### config.mk
export PLATFORM = sky130hd
export DESIGN_NAME = des_decrypt_core_flat
export DESIGN_NICKNAME = d
export VERILOG_FILES = /design/src/rtl/des_decrypt_core_pkg.sv /design/src/rtl/des_decrypt_core_if.sv /design/src/rtl/des_decrypt_core_round_f.sv /design/src/rtl/des_decrypt_core.sv /design/src/flat_wrapper.sv
export SDC_FILE = /design/constraint.sdc
export NUM_CORES = 1
export LEC_CHECK = 0
export ABC_AREA = 1
export CAP_MARGIN = 20
export CORE_UTILIZATION = 57
export DETAILED_ROUTE_END_ITERATION = 16
export PLACE_DENSITY = 0.83
export SETUP_SLACK_MARGIN = 0.3
export SKIP_LAST_GASP = 1
export SYNTH_ARGS = -nofsm -noshare
export SYNTH_HDL_FRONTEND = slang
export SYNTH_SLANG_ARGS = --single-unit
### constraint.sdc
create_clock -name clk -period 5.6 [get_ports clk]
set_input_delay 1.4 -clock clk [delete_from_list [all_inputs] [get_ports clk]]
set_output_delay 1.4 -clock clk [all_outputs]
set_load 0.01 [all_outputs]
### src/rtl/des_decrypt_core_pkg.sv
// Shared DES constants: permutation tables, S-box contents, decrypt rotate schedule
// and FSM encoding. Bit 63 (or the MSB) of any vector is DES bit 1.
package des_pkg;

   typedef enum logic [1:0] {IDLE = 2'd0, RUN = 2'd1, DONE = 2'd2} state_e;

   localparam int IP_T [64] = '{
      58, 50, 42, 34, 26, 18, 10, 2, 60, 52, 44, 36, 28, 20, 12, 4,
      62, 54, 46, 38, 30, 22, 14, 6, 64, 56, 48, 40, 32, 24, 16, 8,
      57, 49, 41, 33, 25, 17,  9, 1, 59, 51, 43, 35, 27, 19, 11, 3,
      61, 53, 45, 37, 29, 21, 13, 5, 63, 55, 47, 39, 31, 23, 15, 7};

   localparam int FP_T [64] = '{
      40, 8, 48, 16, 56, 24, 64, 32, 39, 7, 47, 15, 55, 23, 63, 31,
      38, 6, 46, 14, 54, 22, 62, 30, 37, 5, 45, 13, 53, 21, 61, 29,
      36, 4, 44, 12, 52, 20, 60, 28, 35, 3, 43, 11, 51, 19, 59, 27,
      34, 2, 42, 10, 50, 18, 58, 26, 33, 1, 41,  9, 49, 17, 57, 25};

   localparam int E_T [48] = '{
      32,  1,  2,  3,  4,  5,  4,  5,  6,  7,  8,  9,
       8,  9, 10, 11, 12, 13, 12, 13, 14, 15, 16, 17,
      16, 17, 18, 19, 20, 21, 20, 21, 22, 23, 24, 25,
      24, 25, 26, 27, 28, 29, 28, 29, 30, 31, 32,  1};

   localparam int P_T [32] = '{
      16,  7, 20, 21, 29, 12, 28, 17,  1, 15, 23, 26,  5, 18, 31, 10,
       2,  8, 24, 14, 32, 27,  3,  9, 19, 13, 30,  6, 22, 11,  4, 25};

   localparam int PC1_T [56] = '{
      57, 49, 41, 33, 25, 17,  9,  1, 58, 50, 42, 34, 26, 18,
      10,  2, 59, 51, 43, 35, 27, 19, 11,  3, 60, 52, 44, 36,
      63, 55, 47, 39, 31, 23, 15,  7, 62, 54, 46, 38, 30, 22,
      14,  6, 61, 53, 45, 37, 29, 21, 13,  5, 28, 20, 12,  4};

   localparam int PC2_T [48] = '{
      14, 17, 11, 24,  1,  5,  3, 28, 15,  6, 21, 10,
      23, 19, 12,  4, 26,  8, 16,  7, 27, 20, 13,  2,
      41, 52, 31, 37, 47, 55, 30, 40, 51, 45, 33, 48,
      44, 49, 39, 56, 34, 53, 46, 42, 50, 36, 29, 32};

   // Right-rotate amount applied to C/D before decrypt round j (K16 first).
   localparam int RSHIFT [1:16] = '{0, 1, 2, 2, 2, 2, 2, 2, 1, 2, 2, 2, 2, 2, 2, 1};

   // Each box is flattened as row*16 + column.
   localparam int SBOX [8][64] = '{
      '{14, 4,13, 1, 2,15,11, 8, 3,10, 6,12, 5, 9, 0, 7,
         0,15, 7, 4,14, 2,13, 1,10, 6,12,11, 9, 5, 3, 8,
         4, 1,14, 8,13, 6, 2,11,15,12, 9, 7, 3,10, 5, 0,
        15,12, 8, 2, 4, 9, 1, 7, 5,11, 3,14,10, 0, 6,13},
      '{15, 1, 8,14, 6,11, 3, 4, 9, 7, 2,13,12, 0, 5,10,
         3,13, 4, 7,15, 2, 8,14,12, 0, 1,10, 6, 9,11, 5,
         0,14, 7,11,10, 4,13, 1, 5, 8,12, 6, 9, 3, 2,15,
        13, 8,10, 1, 3,15, 4, 2,11, 6, 7,12, 0, 5,14, 9},
      '{10, 0, 9,14, 6, 3,15, 5, 1,13,12, 7,11, 4, 2, 8,
        13, 7, 0, 9, 3, 4, 6,10, 2, 8, 5,14,12,11,15, 1,
        13, 6, 4, 9, 8,15, 3, 0,11, 1, 2,12, 5,10,14, 7,
         1,10,13, 0, 6, 9, 8, 7, 4,15,14, 3,11, 5, 2,12},
      '{ 7,13,14, 3, 0, 6, 9,10, 1, 2, 8, 5,11,12, 4,15,
        13, 8,11, 5, 6,15, 0, 3, 4, 7, 2,12, 1,10,14, 9,
        10, 6, 9, 0,12,11, 7,13,15, 1, 3,14, 5, 2, 8, 4,
         3,15, 0, 6,10, 1,13, 8, 9, 4, 5,11,12, 7, 2,14},
      '{ 2,12, 4, 1, 7,10,11, 6, 8, 5, 3,15,13, 0,14, 9,
        14,11, 2,12, 4, 7,13, 1, 5, 0,15,10, 3, 9, 8, 6,
         4, 2, 1,11,10,13, 7, 8,15, 9,12, 5, 6, 3, 0,14,
        11, 8,12, 7, 1,14, 2,13, 6,15, 0, 9,10, 4, 5, 3},
      '{12, 1,10,15, 9, 2, 6, 8, 0,13, 3, 4,14, 7, 5,11,
        10,15, 4, 2, 7,12, 9, 5, 6, 1,13,14, 0,11, 3, 8,
         9,14,15, 5, 2, 8,12, 3, 7, 0, 4,10, 1,13,11, 6,
         4, 3, 2,12, 9, 5,15,10,11,14, 1, 7, 6, 0, 8,13},
      '{ 4,11, 2,14,15, 0, 8,13, 3,12, 9, 7, 5,10, 6, 1,
        13, 0,11, 7, 4, 9, 1,10,14, 3, 5,12, 2,15, 8, 6,
         1, 4,11,13,12, 3, 7,14,10,15, 6, 8, 0, 5, 9, 2,
         6,11,13, 8, 1, 4,10, 7, 9, 5, 0,15,14, 2, 3,12},
      '{13, 2, 8, 4, 6,15,11, 1,10, 9, 3,14, 5, 0,12, 7,
         1,15,13, 8,10, 3, 7, 4,12, 5, 6,11, 0,14, 9, 2,
         7,11, 4, 1, 9,12,14, 2, 0, 6,10,13,15, 3, 5, 8,
         2, 1,14, 7, 4,10, 8,13,15,12, 9, 0, 3, 5, 6,11}};

   function automatic logic [63:0] perm_ip(input logic [63:0] x);
      logic [63:0] y;
      y = '0;
      for (int i = 0; i < 64; i++) y[63-i] = x[64-IP_T[i]];
      return y;
   endfunction

   function automatic logic [63:0] perm_fp(input logic [63:0] x);
      logic [63:0] y;
      y = '0;
      for (int i = 0; i < 64; i++) y[63-i] = x[64-FP_T[i]];
      return y;
   endfunction

   function automatic logic [47:0] perm_e(input logic [31:0] x);
      logic [47:0] y;
      y = '0;
      for (int i = 0; i < 48; i++) y[47-i] = x[32-E_T[i]];
      return y;
   endfunction

   function automatic logic [31:0] perm_p(input logic [31:0] x);
      logic [31:0] y;
      y = '0;
      for (int i = 0; i < 32; i++) y[31-i] = x[32-P_T[i]];
      return y;
   endfunction

   function automatic logic [55:0] perm_pc1(input logic [63:0] x);
      logic [55:0] y;
      y = '0;
      for (int i = 0; i < 56; i++) y[55-i] = x[64-PC1_T[i]];
      return y;
   endfunction

   function automatic logic [47:0] perm_pc2(input logic [55:0] x);
      logic [47:0] y;
      y = '0;
      for (int i = 0; i < 48; i++) y[47-i] = x[56-PC2_T[i]];
      return y;
   endfunction

   // Out-of-range rounds (core idle or done) rotate by zero.
   function automatic int rshift_at(input int j);
      return (j >= 1 && j <= 16) ? RSHIFT[j] : 0;
   endfunction

   function automatic logic [27:0] rotr28(input logic [27:0] x, input int n);
      case (n)
         1:       return {x[0], x[27:1]};
         2:       return {x[1:0], x[27:2]};
         default: return x;
      endcase
   endfunction

endpackage

### src/rtl/des_decrypt_core_if.sv
// Block-in / plaintext-out handshake bundle for the DES decrypt core.
interface des_decrypt_core_if;
   logic        in_valid;
   logic        in_ready;
   logic [63:0] in_data;
   logic [63:0] in_key;
   logic        out_valid;
   logic        out_ready;
   logic [63:0] out_data;
   logic        busy;

   modport master (output in_valid, in_data, in_key, out_ready,
                   input  in_ready, out_valid, out_data, busy);
   modport slave  (input  in_valid, in_data, in_key, out_ready,
                   output in_ready, out_valid, out_data, busy);
endinterface

### src/rtl/des_decrypt_core_round_f.sv
// DES f-function: expand, key-mix, eight S-box lookups, P permutation.
// Purely combinational; the core instantiates one per unrolled round.
module des_sbox
   import des_pkg::*;
#(
   parameter int IDX = 0
) (
   input  logic [5:0] b_i,
   output logic [3:0] s_o
);
   // Row is the outer bit pair, column the inner four bits.
   assign s_o = 4'(SBOX[IDX][{b_i[5], b_i[0], b_i[4:1]}]);
endmodule

module des_round_f
   import des_pkg::*;
(
   input  logic [31:0] r_i,
   input  logic [47:0] k_i,
   output logic [31:0] f_o
);
   logic [47:0] x;
   logic [31:0] s;

   assign x = perm_e(r_i) ^ k_i;

   for (genvar g = 0; g < 8; g++) begin : g_sbox
      des_sbox #(.IDX(g)) u_sbox (
         .b_i (x[47-6*g -: 6]),
         .s_o (s[31-4*g -: 4])
      );
   end

   assign f_o = perm_p(s);
endmodule

### src/rtl/des_decrypt_core.sv
// Iterative DES decryption: ROUNDS_PER_CYCLE Feistel rounds per clock, subkeys
// K16..K1 produced on the fly by right-rotating C/D from the PC1 value.
module des_decrypt_core
   import des_pkg::*;
#(
   parameter int ROUNDS_PER_CYCLE = 1
) (
   input  logic           clk,
   input  logic           rst_n,
   des_decrypt_core_if.slave bus
);
   localparam int RPC = ROUNDS_PER_CYCLE;

   state_e      state_q, state_d;
   logic [31:0] l_q, r_q, l_d, r_d;
   logic [27:0] c_q, d_q, c_d, d_d;
   logic [4:0]  cnt_q, cnt_d;
   logic [63:0] out_q, out_d;
   logic        ov_q, ov_d;

   logic [31:0] l_fin, r_fin;
   logic [27:0] c_fin, d_fin;
   logic        last_step;

   // Round chain: each stage rotates C/D for its round, then runs one Feistel step.
   for (genvar k = 0; k < RPC; k++) begin : g_rnd
      logic [31:0] l_in, r_in, l_out, r_out, f;
      logic [27:0] c_in, d_in, c_out, d_out;
      logic [47:0] key;

      if (k == 0) begin : g_first
         assign l_in = l_q;
         assign r_in = r_q;
         assign c_in = c_q;
         assign d_in = d_q;
      end else begin : g_chain
         assign l_in = g_rnd[k-1].l_out;
         assign r_in = g_rnd[k-1].r_out;
         assign c_in = g_rnd[k-1].c_out;
         assign d_in = g_rnd[k-1].d_out;
      end

      assign c_out = rotr28(c_in, rshift_at(int'(cnt_q) + k + 1));
      assign d_out = rotr28(d_in, rshift_at(int'(cnt_q) + k + 1));
      assign key   = perm_pc2({c_out, d_out});

      des_round_f u_f (
         .r_i (r_in),
         .k_i (key),
         .f_o (f)
      );

      assign l_out = r_in;
      assign r_out = l_in ^ f;

      if (k == RPC - 1) begin : g_last
         assign l_fin = l_out;
         assign r_fin = r_out;
         assign c_fin = c_out;
         assign d_fin = d_out;
      end
   end

   assign last_step = (cnt_q == 5'(16 - RPC));

   always_comb begin
      state_d = state_q;
      l_d     = l_q;
      r_d     = r_q;
      c_d     = c_q;
      d_d     = d_q;
      cnt_d   = cnt_q;
      out_d   = out_q;
      ov_d    = ov_q;
      unique case (state_q)
         IDLE: begin
            if (bus.in_valid) begin
               state_d    = RUN;
               {l_d, r_d} = perm_ip(bus.in_data);
               {c_d, d_d} = perm_pc1(bus.in_key);
               cnt_d      = '0;
            end
         end
         RUN: begin
            l_d   = l_fin;
            r_d   = r_fin;
            c_d   = c_fin;
            d_d   = d_fin;
            cnt_d = cnt_q + 5'(RPC);
            if (last_step) begin
               state_d = DONE;
               out_d   = perm_fp({r_fin, l_fin});
               ov_d    = 1'b1;
            end
         end
         DONE: begin
            if (bus.out_ready) begin
               state_d = IDLE;
               ov_d    = 1'b0;
            end
         end
         default: state_d = IDLE;
      endcase
   end

   always_ff @(posedge clk or negedge rst_n) begin
      if (!rst_n) begin
         state_q <= IDLE;
         l_q     <= '0;
         r_q     <= '0;
         c_q     <= '0;
         d_q     <= '0;
         cnt_q   <= '0;
         out_q   <= '0;
         ov_q    <= 1'b0;
      end else begin
         state_q <= state_d;
         l_q     <= l_d;
         r_q     <= r_d;
         c_q     <= c_d;
         d_q     <= d_d;
         cnt_q   <= cnt_d;
         out_q   <= out_d;
         ov_q    <= ov_d;
      end
   end

   assign bus.in_ready  = (state_q == IDLE);
   assign bus.busy      = (state_q != IDLE);
   assign bus.out_valid = ov_q;
   assign bus.out_data  = out_q;

endmodule

### src/flat_wrapper.sv
// flat-port wrapper written by rule: the top's interface ports become plain ports
module des_decrypt_core_flat import des_pkg::*;
#(
   parameter int ROUNDS_PER_CYCLE = 1
)
  (clk, rst_n, bus_in_valid, bus_in_data, bus_in_key, bus_out_ready, bus_in_ready, bus_out_valid, bus_out_data, bus_busy);
  des_decrypt_core_if bus_i ();
  input  logic clk;
  input  logic rst_n;
  input wire logic [$bits(bus_i.in_valid)-1:0] bus_in_valid;
  input wire logic [$bits(bus_i.in_data)-1:0] bus_in_data;
  input wire logic [$bits(bus_i.in_key)-1:0] bus_in_key;
  input wire logic [$bits(bus_i.out_ready)-1:0] bus_out_ready;
  output wire logic [$bits(bus_i.in_ready)-1:0] bus_in_ready;
  output wire logic [$bits(bus_i.out_valid)-1:0] bus_out_valid;
  output wire logic [$bits(bus_i.out_data)-1:0] bus_out_data;
  output wire logic [$bits(bus_i.busy)-1:0] bus_busy;
  assign bus_i.in_valid = bus_in_valid;
  assign bus_i.in_data = bus_in_data;
  assign bus_i.in_key = bus_in_key;
  assign bus_i.out_ready = bus_out_ready;
  assign bus_in_ready = bus_i.in_ready;
  assign bus_out_valid = bus_i.out_valid;
  assign bus_out_data = bus_i.out_data;
  assign bus_busy = bus_i.busy;
  des_decrypt_core #(.ROUNDS_PER_CYCLE(ROUNDS_PER_CYCLE)) u_core (.clk(clk), .rst_n(rst_n), .bus(bus_i));
endmodule
==> results.sh, run 1 <==
export IMPL_status="complete, no violations"
export IMPL_first_pass_iters=7
export IMPL_clk_pin_slew_ns=0.08
export IMPL_layout_commonest_cell="nand2_1"
export IMPL_m1WireLength_um=22200
export IMPL_worstPathArrival_ns=5.17
export IMPL_syn_cell_area_um2=15880
export IMPL_cp_end_kind="register"
export IMPL_cp_max_fo=41
export IMPL_hold_violations=0
export IMPL_setup_viol=0
export IMPL_cts_sinks=192
export IMPL_yosys_warnings=0
export IMPL_place_inst=2962
export IMPL_routed_wl_um=54000
export IMPL_design_area_um2=18400
export IMPL_grt_max_degree=156
export IMPL_avgRoutedWirePerCell_um=18.04
export IMPL_synth_cells=2494
export IMPL_fin_crit_ns=4.822
export IMPL_cp_start_kind="register"
export IMPL_holdPathEnd="u_core.bus.out_data[26]"
export IMPL_hold_start="u_core.bus.out_data[26]"
export IMPL_ant_nets=0
export IMPL_relSlewSlack=0.3563
export IMPL_synthArstFlopShare=1.000
export IMPL_synthFlopType="dfrtp_1"
export IMPL_diodes=0
export IMPL_rsz0062_at_grt="false"
export IMPL_drt_vias_per_instance=5.891
export IMPL_grt_pass1_wl_um=84460
export IMPL_place_gp_congestion=0.9663
export IMPL_ios=199
export IMPL_drive_gt1_frac=0.05301
export IMPL_finalNetCount=2811
export IMPL_dieArea_um2=28530
export IMPL_syn_area_per_cell_um2=6.367
export IMPL_critPathKind="register to register"
export IMPL_hold_buffers=0
export IMPL_antenna_found_initial=0
export IMPL_drv_cap=0
export IMPL_drcViolationCount=0
export IMPL_vias=17640
export IMPL_synth_cell_types=36
export IMPL_htreeDepth=4
export IMPL_mostFrequentLayoutCells="nand2_1 (1039), nand3_1 (438), dfrtp_1 (191)"
export IMPL_dr_max_layer_used="met4"
export IMPL_rows=60
export IMPL_grt_overflow=0
export IMPL_hold_path_class="register to register"
export IMPL_grt_use_total=0.3777
export IMPL_hpwlAfterDp_um=39310
export IMPL_dr_wl_met2_um=24510
export IMPL_worstSkewPairLatency_ns=0.45
export IMPL_ys_seq_elements=192
export IMPL_cts_tree="done"
export IMPL_fillCellCount=2500
export IMPL_cts_max_path_buffers=2
export IMPL_cts_setup_buffers=0
export IMPL_area_growth_pct=15.89
export IMPL_placed_area_um2=17820
export IMPL_cts_buffers=17
export IMPL_min_period_over_period=0.8611
export IMPL_first_global_vias=16060
export IMPL_yosysSeqAreaShare=0.3026
export IMPL_r2r_setup_slack_ns=0.78
export IMPL_fp_coreArea_um2=27180
export IMPL_slowest_stage="dfrtp_1"
export IMPL_fin_setup_tns_ns=0
export IMPL_start_util=0.5843
export IMPL_worst_slew_pin_slew_ns=0.9656
export IMPL_synth_edf_count=0
export IMPL_crit_top_cell="nand2_1"
export IMPL_fmax_mhz=207.4
export IMPL_required_ns=5.94
export IMPL_die_y_um=168.9
export IMPL_cpPeakStageDelay_ns=0.42
export IMPL_ctsResizeCount=0
export IMPL_timing_rr_start="u_core.cnt_q[0]"
export IMPL_dr_wl_met3_um=4913
export IMPL_post_layout_nonfiller_instances=2994
export IMPL_final_max_slew_viol_count=0
export IMPL_skew_ns=0.01498
export IMPL_final_util=0.6772
export IMPL_multi_input_area_um2=9692
export IMPL_fp_dieW_um=168.9
export IMPL_hold_depth=2
export IMPL_timing_rr_end="u_core.g_rnd[0].l_out[28]"
export IMPL_drtIter0Drc=2492
export IMPL_port_buffers=190
export IMPL_register_area_um2=4806
export IMPL_syn_nets=2696
export IMPL_reg2regPathDepth=27
export IMPL_clockRootBuffer="clkbuf_16"
==> worst max path at each step <==
stage	startpoint	to	slack, ns
2_1_floorplan	u_core.cnt_q[0]	u_core.g_rnd[0].l_out[19]	1.72
3_3_place_gp	u_core.cnt_q[0]	u_core.g_rnd[0].l_out[28]	0.89
3_5_place_dp	u_core.cnt_q[0]	u_core.g_rnd[0].l_out[28]	0.80
4_1_cts	u_core.cnt_q[0]	u_core.g_rnd[0].l_out[29]	0.77
5_1_grt	u_core.cnt_q[0]	u_core.g_rnd[0].l_out[28]	0.36
6_report	u_core.cnt_q[0]	u_core.g_rnd[0].l_out[28]	0.78
==> layer usage <==
metal,track usage,vias up
met4,0.1692,0
li1,-,8337
met3,0.05214,129
met2,0.6046,989
met5,0,-
met1,0.5084,8182
==> cell type report <==
type,count,share of cell area
Multi-Input combinational cell,1982,0.5266
Sequential cell,192,0.2611
Timing Repair Buffer,211,0.1137
Inverter,205,0.04215
Tap cell,372,0.02529
Clock buffer,17,0.02312
Clock inverter,15,0.008022
==> through the flow <==
stage                     setup slack [ns]  hold WS [ns]
after floorplan                      1.723        0.4708
after global placement              0.8910        0.4613
after detailed placement            0.8028        0.4619
after CTS                           0.7723        0.4839
after global routing                0.3551        0.4939
final                               0.7777        0.4813
==> sequential cells by signal (all words and copies together) (netlist names) <==
signal,count
u_core.bus.out_data,64
u_core.g_rnd.l_in,32
u_core.g_rnd.l_out,32
u_core.c_q,28
u_core.d_q,28
u_core.cnt_q,5
u_core.state_q,2
u_core.bus.out_valid,1
==> worst max-delay path, delay by kind of cell (launching register included) <==
kind | cells | cell delay [ns]
AND/OR/NAND/NOR | 22 | 2.97
adder cells (fa/ha/maj) | 3 | 0.92
flip-flops | 1 | 0.42
buffers and inverters | 2 | 0.38
==> synthesized netlist by cell type, types with 6 or more instances <==
cell,instances,share of area
xor2_2,8,0.0082
dfrtp_1,192,0.30
nand3_2,11,0.0069
clkbuf_1,56,0.013
nand2_2,16,0.0063
nor2_1,93,0.022
inv_1,187,0.044
o211ai_1,47,0.022
buf_1,6,0.0014
inv_2,17,0.0040
nand2_1,1040,0.25
a31oi_1,10,0.0039
buf_4,20,0.0095
a21oi_1,44,0.014
o21ai_2,12,0.0066
ha_1,70,0.055
buf_6,10,0.0071
buf_2,21,0.0066
nand3_1,438,0.14
o21ai_0,121,0.038
xor2_4,7,0.012
o22ai_1,45,0.018
==> cells by family after synthesis <==
family	synth area share
flip-flops	0.3026
adder cells (fa/ha/maj)	0.05515
buffers and inverters	0.08880
AND/OR/NAND/NOR	0.4265
AO/OA/AOI/OAI	0.1045
XOR/XNOR	0.02253
Power of run 1 is left out: the tool's default activity adds up to more than one toggle a clock period on the data nets, which glitch-free logic cannot reach.
==> run 2, diff against run 1 <==
--- a/config.mk
+++ b/config.mk
@@ -7,6 +7,7 @@
 export LEC_CHECK = 0
 export ABC_AREA = 1
 export CAP_MARGIN = 20
+export CORE_MARGIN = 3
 export CORE_UTILIZATION = 57
 export DETAILED_ROUTE_END_ITERATION = 16
 export PLACE_DENSITY = 0.83
==> results.sh, run 2 (synthesized netlist as in run 1, its figures left out) <==
export IMPL_grt_use_total=0.3525
export IMPL_drt_vias_per_instance=5.906
export IMPL_htreeDepth=4
export IMPL_mostFrequentLayoutCells="nand2_1 (1039), nand3_1 (438), dfrtp_1 (191)"
export IMPL_largest_register_ffs=64
export IMPL_multi_input_area_um2=9689
export IMPL_grt_overflow=0
export IMPL_rows=60
export IMPL_antenna_found_initial=0
export IMPL_grt_max_degree=156
export IMPL_first_pass_iters=6
export IMPL_drtIter0Drc=2378
export IMPL_fin_crit_ns=5.055
export IMPL_whs_ns=0.4815
export IMPL_routed_wl_um=54170
export IMPL_critPathKind="register to register"
export IMPL_hold_violations=0
export IMPL_drv_cap=0
export IMPL_port_buffers=190
export IMPL_drcViolationCount=0
export IMPL_skew_ns=0.01808
export IMPL_cts_tree="done"
export IMPL_worstPathArrival_ns=5.38
export IMPL_vias=17650
export IMPL_fin_setup_tns_ns=0
export IMPL_cts_max_path_buffers=2
export IMPL_layout_commonest_cell="nand2_1"
export IMPL_rsz0062_at_grt="true"
export IMPL_cp_max_fo=43
export IMPL_cts_setup_buffers=0
export IMPL_grt_pass1_wl_um=85460
export IMPL_clockRootBuffer="clkbuf_16"
export IMPL_place_gp_congestion=0.9387
export IMPL_ios=199
export IMPL_worstSkewPairLatency_ns=0.45
export IMPL_diodes=0
export IMPL_first_global_vias=16110
export IMPL_status="complete, no violations"
export IMPL_finalNetCount=2806
export IMPL_relSlewSlack=0.3519
export IMPL_start_util=0.5843
export IMPL_min_period_over_period=0.9026
export IMPL_fp_coreArea_um2=27180
export IMPL_die_y_um=172.9
export IMPL_dieArea_um2=29900
export IMPL_final_max_slew_viol_count=0
export IMPL_clk_pin_slew_ns=0.07
export IMPL_hpwlAfterDp_um=39820
export IMPL_worst_slew_pin_slew_ns=0.9710
export IMPL_hold_path_class="register to register"
export IMPL_required_ns=5.93
export IMPL_fmax_mhz=197.8
export IMPL_cp_end_kind="register"
export IMPL_cts_sinks=192
export IMPL_timing_rr_start="u_core.cnt_q[0]"
export IMPL_cts_buffers=17
export IMPL_crit_start="u_core.cnt_q[0]"
export IMPL_setup_viol=0
export IMPL_hold_start="u_core.bus.out_data[8]"
export IMPL_avgRoutedWirePerCell_um=18.12
export IMPL_area_growth_pct=15.61
export IMPL_cp_start_kind="register"
export IMPL_drive_gt1_frac=0.04968
export IMPL_fillCellCount=2469
export IMPL_register_area_um2=4806
export IMPL_ant_nets=0
export IMPL_fp_dieW_um=172.9
==> run 2: cell types whose count changed in the layout (fill, tap and decap cells not counted), sizes merged <==
| cell | delta |
|---|---|
| clkinvlp | -3 |
| clkinv | +2 |
| buf | -5 |
| inv | -6 |
| clkbuf | +5 |
| bufinv | +2 |
==> run 2: worst max-delay path, stage by stage, from the launching register on <==
cell	delay (ns)
dfrtp_1	0.42
ha_1	0.24
or2_2	0.29
nand2_1	0.11
inv_1	0.06
nor2_1	0.19
nand2_1	0.08
nand2_1	0.06
nand3_1	0.10
nor2_1	0.11
nand2_1	0.08
ha_1	0.32
bufinv_8	0.42
buf_4	0.36
nand3_1	0.24
nand2_1	0.16
nand2_1	0.07
nand2_1	0.18
ha_1	0.31
nand2_1	0.16
nand3_1	0.15
nor2_1	0.16
nand3b_1	0.25
nand2_1	0.08
nand2_1	0.08
nand3_1	0.08
nand2_1	0.09
nand2_1	0.05
==> run 2: repair_timing <==
item,4_1_cts,5_1_grt
endpoints found under the setup margin,0,3
resized for setup,0,2
hold buffers,0,0
==> run 2: final cells by class <==
cell class | instances | share of cell area
clock buffers | 22 | 0.02528
clock inverters | 10 | 0.004703
inverters | 205 | 0.04273
multi-input cells | 1982 | 0.5278
flip-flops and latches | 192 | 0.2618
well taps | 372 | 0.02535
repair buffers | 206 | 0.1124
==> run 2: path summary, 6_finish.rpt <==
kind	slack, ns	cells past startpoint	endpoint
min in group asynchronous	1.06	1	u_core.bus.out_data[44]
hold / removal	0.48	2	u_core.bus.out_data[8]
setup / recovery	0.55	27	u_core.g_rnd[0].l_out[2]
max in group asynchronous	3.57	2	u_core.c_q[5]
setup reg to reg	0.55	27	u_core.g_rnd[0].l_out[2]
hold reg to reg	0.48	2	u_core.bus.out_data[8]
==> run 2: layer usage <==
layer  vias up  global-route usage  part of all wire
li1       8307                   -                 -
met1      8192              0.4857              0.41
met2      1006              0.5492              0.45
met3       147             0.05270             0.098
met4         0              0.1649             0.048
met5         -                   0                 0
==> run 2: through the flow <==
step           area [um^2]  instances  utilization  setup WS [ns]
2_1_floorplan        15880       2494            -          1.723
3_3_place_gp         17800       2957       0.6550         0.8010
3_5_place_dp         17800       2957       0.6550         0.7205
4_1_cts              18350       2989       0.6752         0.6900
5_1_grt              18360       2989       0.6756         0.2491
6_report             18360       2989       0.6756         0.5453
Power of run 2 is left out for the same reason.
==> variant: new RTL, config.mk and constraints of run 2 <==
Take the reset off `l_q`, `r_q`, `c_q` and `d_q` and load them in a clocked block of their own.
--- a/src/rtl/des_decrypt_core.sv
+++ b/src/rtl/des_decrypt_core.sv
@@ -107,8 +107,4 @@
       if (!rst_n) begin
          state_q <= IDLE;
-         l_q     <= '0;
-         r_q     <= '0;
-         c_q     <= '0;
-         d_q     <= '0;
          cnt_q   <= '0;
          out_q   <= '0;
@@ -116,12 +112,15 @@
       end else begin
          state_q <= state_d;
-         l_q     <= l_d;
-         r_q     <= r_d;
-         c_q     <= c_d;
-         d_q     <= d_d;
          cnt_q   <= cnt_d;
          out_q   <= out_d;
          ov_q    <= ov_d;
       end
+   end
+
+   always_ff @(posedge clk) begin
+      l_q <= l_d;
+      r_q <= r_d;
+      c_q <= c_d;
+      d_q <= d_d;
    end
 
Function: not settled (the Yosys comparison gave no result); the edit may change what the design does.
==> variant against run 2 <==
Area after synthesis is 5.1% lower; wire length fell by 7.8%; sequential share of layout area increased by 4.1 points; maximum frequency rose by 1.1%; sequential cell count unchanged; final area decreased by 2.6%; hold slack better by 1.2 ps; setup slack gained 55 ps; critical endpoint is now u_core.g_rnd[0].l_out[20]; highest routed layer unchanged.
Power is left out: the tool's default activity adds up to more than one toggle a clock period on the data nets, which glitch-free logic cannot reach.
==> variant: results (changes against run 2) <==
metric	value	unit	change
num_antenna_cells	0		unchanged
insertion_delay	450	ps	about the same
finalHoldViolations	0		unchanged
grt_pass1_vias	14900		-7.5%
use_met1	48.7	%	+0.14 points
gp_congestion	0.944		+0.58%
routed_via_density	5.86		-0.76%
io_buffers	190		unchanged
fillers	2141		-13%
synth_cell_types	34		-5.6%
hold_path_class	flop to flop		
grt_start_max_net_pins	117		-25%
grt_pass1_wl	78.7	mm	-7.9%
r2r_cells	28		+3.7%
routedWlPerCell	18.1	um	about the same
cts.path.max_buffers	2		unchanged
synthTopCellsByArea	nand2_1 (24%), edfxtp_1 (24%), nand3_1 (17%)		
gr-usage-all-layers	34.6	%	-0.68 points
cp_slowest_stage_delay	430	ps	
synth_edf_count	120		+120
wl_met1	20.7	mm	-6.5%
top_layer	met4		
clk_pin_slew	80	ps	
synth.most_common_cell	nand2_1		
ys_top_cells_by_count	nand2_1 (973), nand3_1 (500), inv_1 (162)		
cp_top_family	simple AND/OR/NAND/NOR gates		
synth-xor-area-share	1.21	%	-1.0 points
fin_skew	16.5	ps	-1.61 ps
synth_mux_area_share	0	%	unchanged
ys_seq_area_share	35.9	%	+5.6 points
synth_compound_area_share	5.84	%	-4.6 points
rrSetupSlack	600	ps	+50 ps
post-dp-hpwl	36.2	mm	-9.0%
h-tree-depth	4		unchanged
antenna_found_initial	0		unchanged
dp.cells	2725		-7.8%
ys.flop_type	edfxtp_1		
cts_made_buffers	17		unchanged
syn_area_per_cell	6.70	um2	+5.2%
synth_nets	2452		-9.1%
worst_pin_slew	1020	ps	+44.8 ps
wl_met3	5.18	mm	-2.0%
worst-path-max-fanout	10		-77%
yosysWarningCount	0		unchanged
final_cells	2759		-7.7%
first_iter_violations	2255		-5.2%
cp.arrival	5140	ps	-240 ps
holdPathStages	2		unchanged
drive_above_1_share	5.60	%	+0.63 points
crit_slowest_cell	dfrtp_1		
status	complete, no violations		
synth-adder-area-share	5.81	%	+0.30 points
nets	2618		-6.7%
drtPass1Iterations	7		+1
async_reset_ff_share	37.5	%	-63 points
clock-root-buffer	clkbuf_16		
largest_register_ffs	64		unchanged
use_met2	54.4	%	-0.51 points
use_met3	5.63	%	+0.36 points
met2_length	22.3	mm	-7.5%
variant: cell types whose count changed in the layout (fill, tap and decap cells not counted), sizes merged, moves of 9 or more:
cell | run 2 | this run
nand2 | 1058 | 998
nand3 | 452 | 501
o211ai | 47 | 3
or2 | 1 | 23
inv | 204 | 180
dfrtp | 192 | 72
buf | 16 | 41
o22ai | 45 | 7
nor2 | 94 | 20
a21oi | 44 | 10
a31oi | 10 | 1
edfxtp | 0 | 120
variant: path summary, 6_finish.rpt:
path | start | to
worst min-delay path | u_core.bus.out_data[35] | u_core.bus.out_data[35]
worst max-delay path | u_core.cnt_q[0] | u_core.g_rnd[0].l_out[20]
worst min register to register | u_core.bus.out_data[35] | u_core.bus.out_data[35]
worst max register to register | u_core.cnt_q[0] | u_core.g_rnd[0].l_out[20]
min in group asynchronous | rst_n | u_core.bus.out_data[34]
max in group asynchronous | rst_n | u_core.bus.out_data[9]
variant: metrics by stage:
step,hold WS (ps),area [um2],setup WS (ps)
global placement,460,17300,856
global route,504,17900,282
floorplan,489,15100,1110
CTS,483,17800,581
detailed placement,461,17300,612
finish,483,17900,600
variant: worst min-delay path: cells and delay by family (launching register included):
kind             cells  cell delay [ps]
AND/OR/NAND/NOR      1               50
AO/OA/AOI/OAI        1               50
flip-flops           1              350
variant: repair_timing:
item,in CTS,in global routing
buffers inserted,0,1
resized for setup,0,1
setup endpoints to repair,0,19
variant: layout make-up:
| cell class | instances | share of cell area [%] |
|---|---|---|
| clock inverters | 13 | 0.721 |
| multi-input cells | 1801 | 48.1 |
| repair buffers | 230 | 12.5 |
| clock buffers | 19 | 2.42 |
| inverters | 174 | 3.68 |
| flip-flops and latches | 192 | 30.2 |
| well taps | 330 | 2.31 |
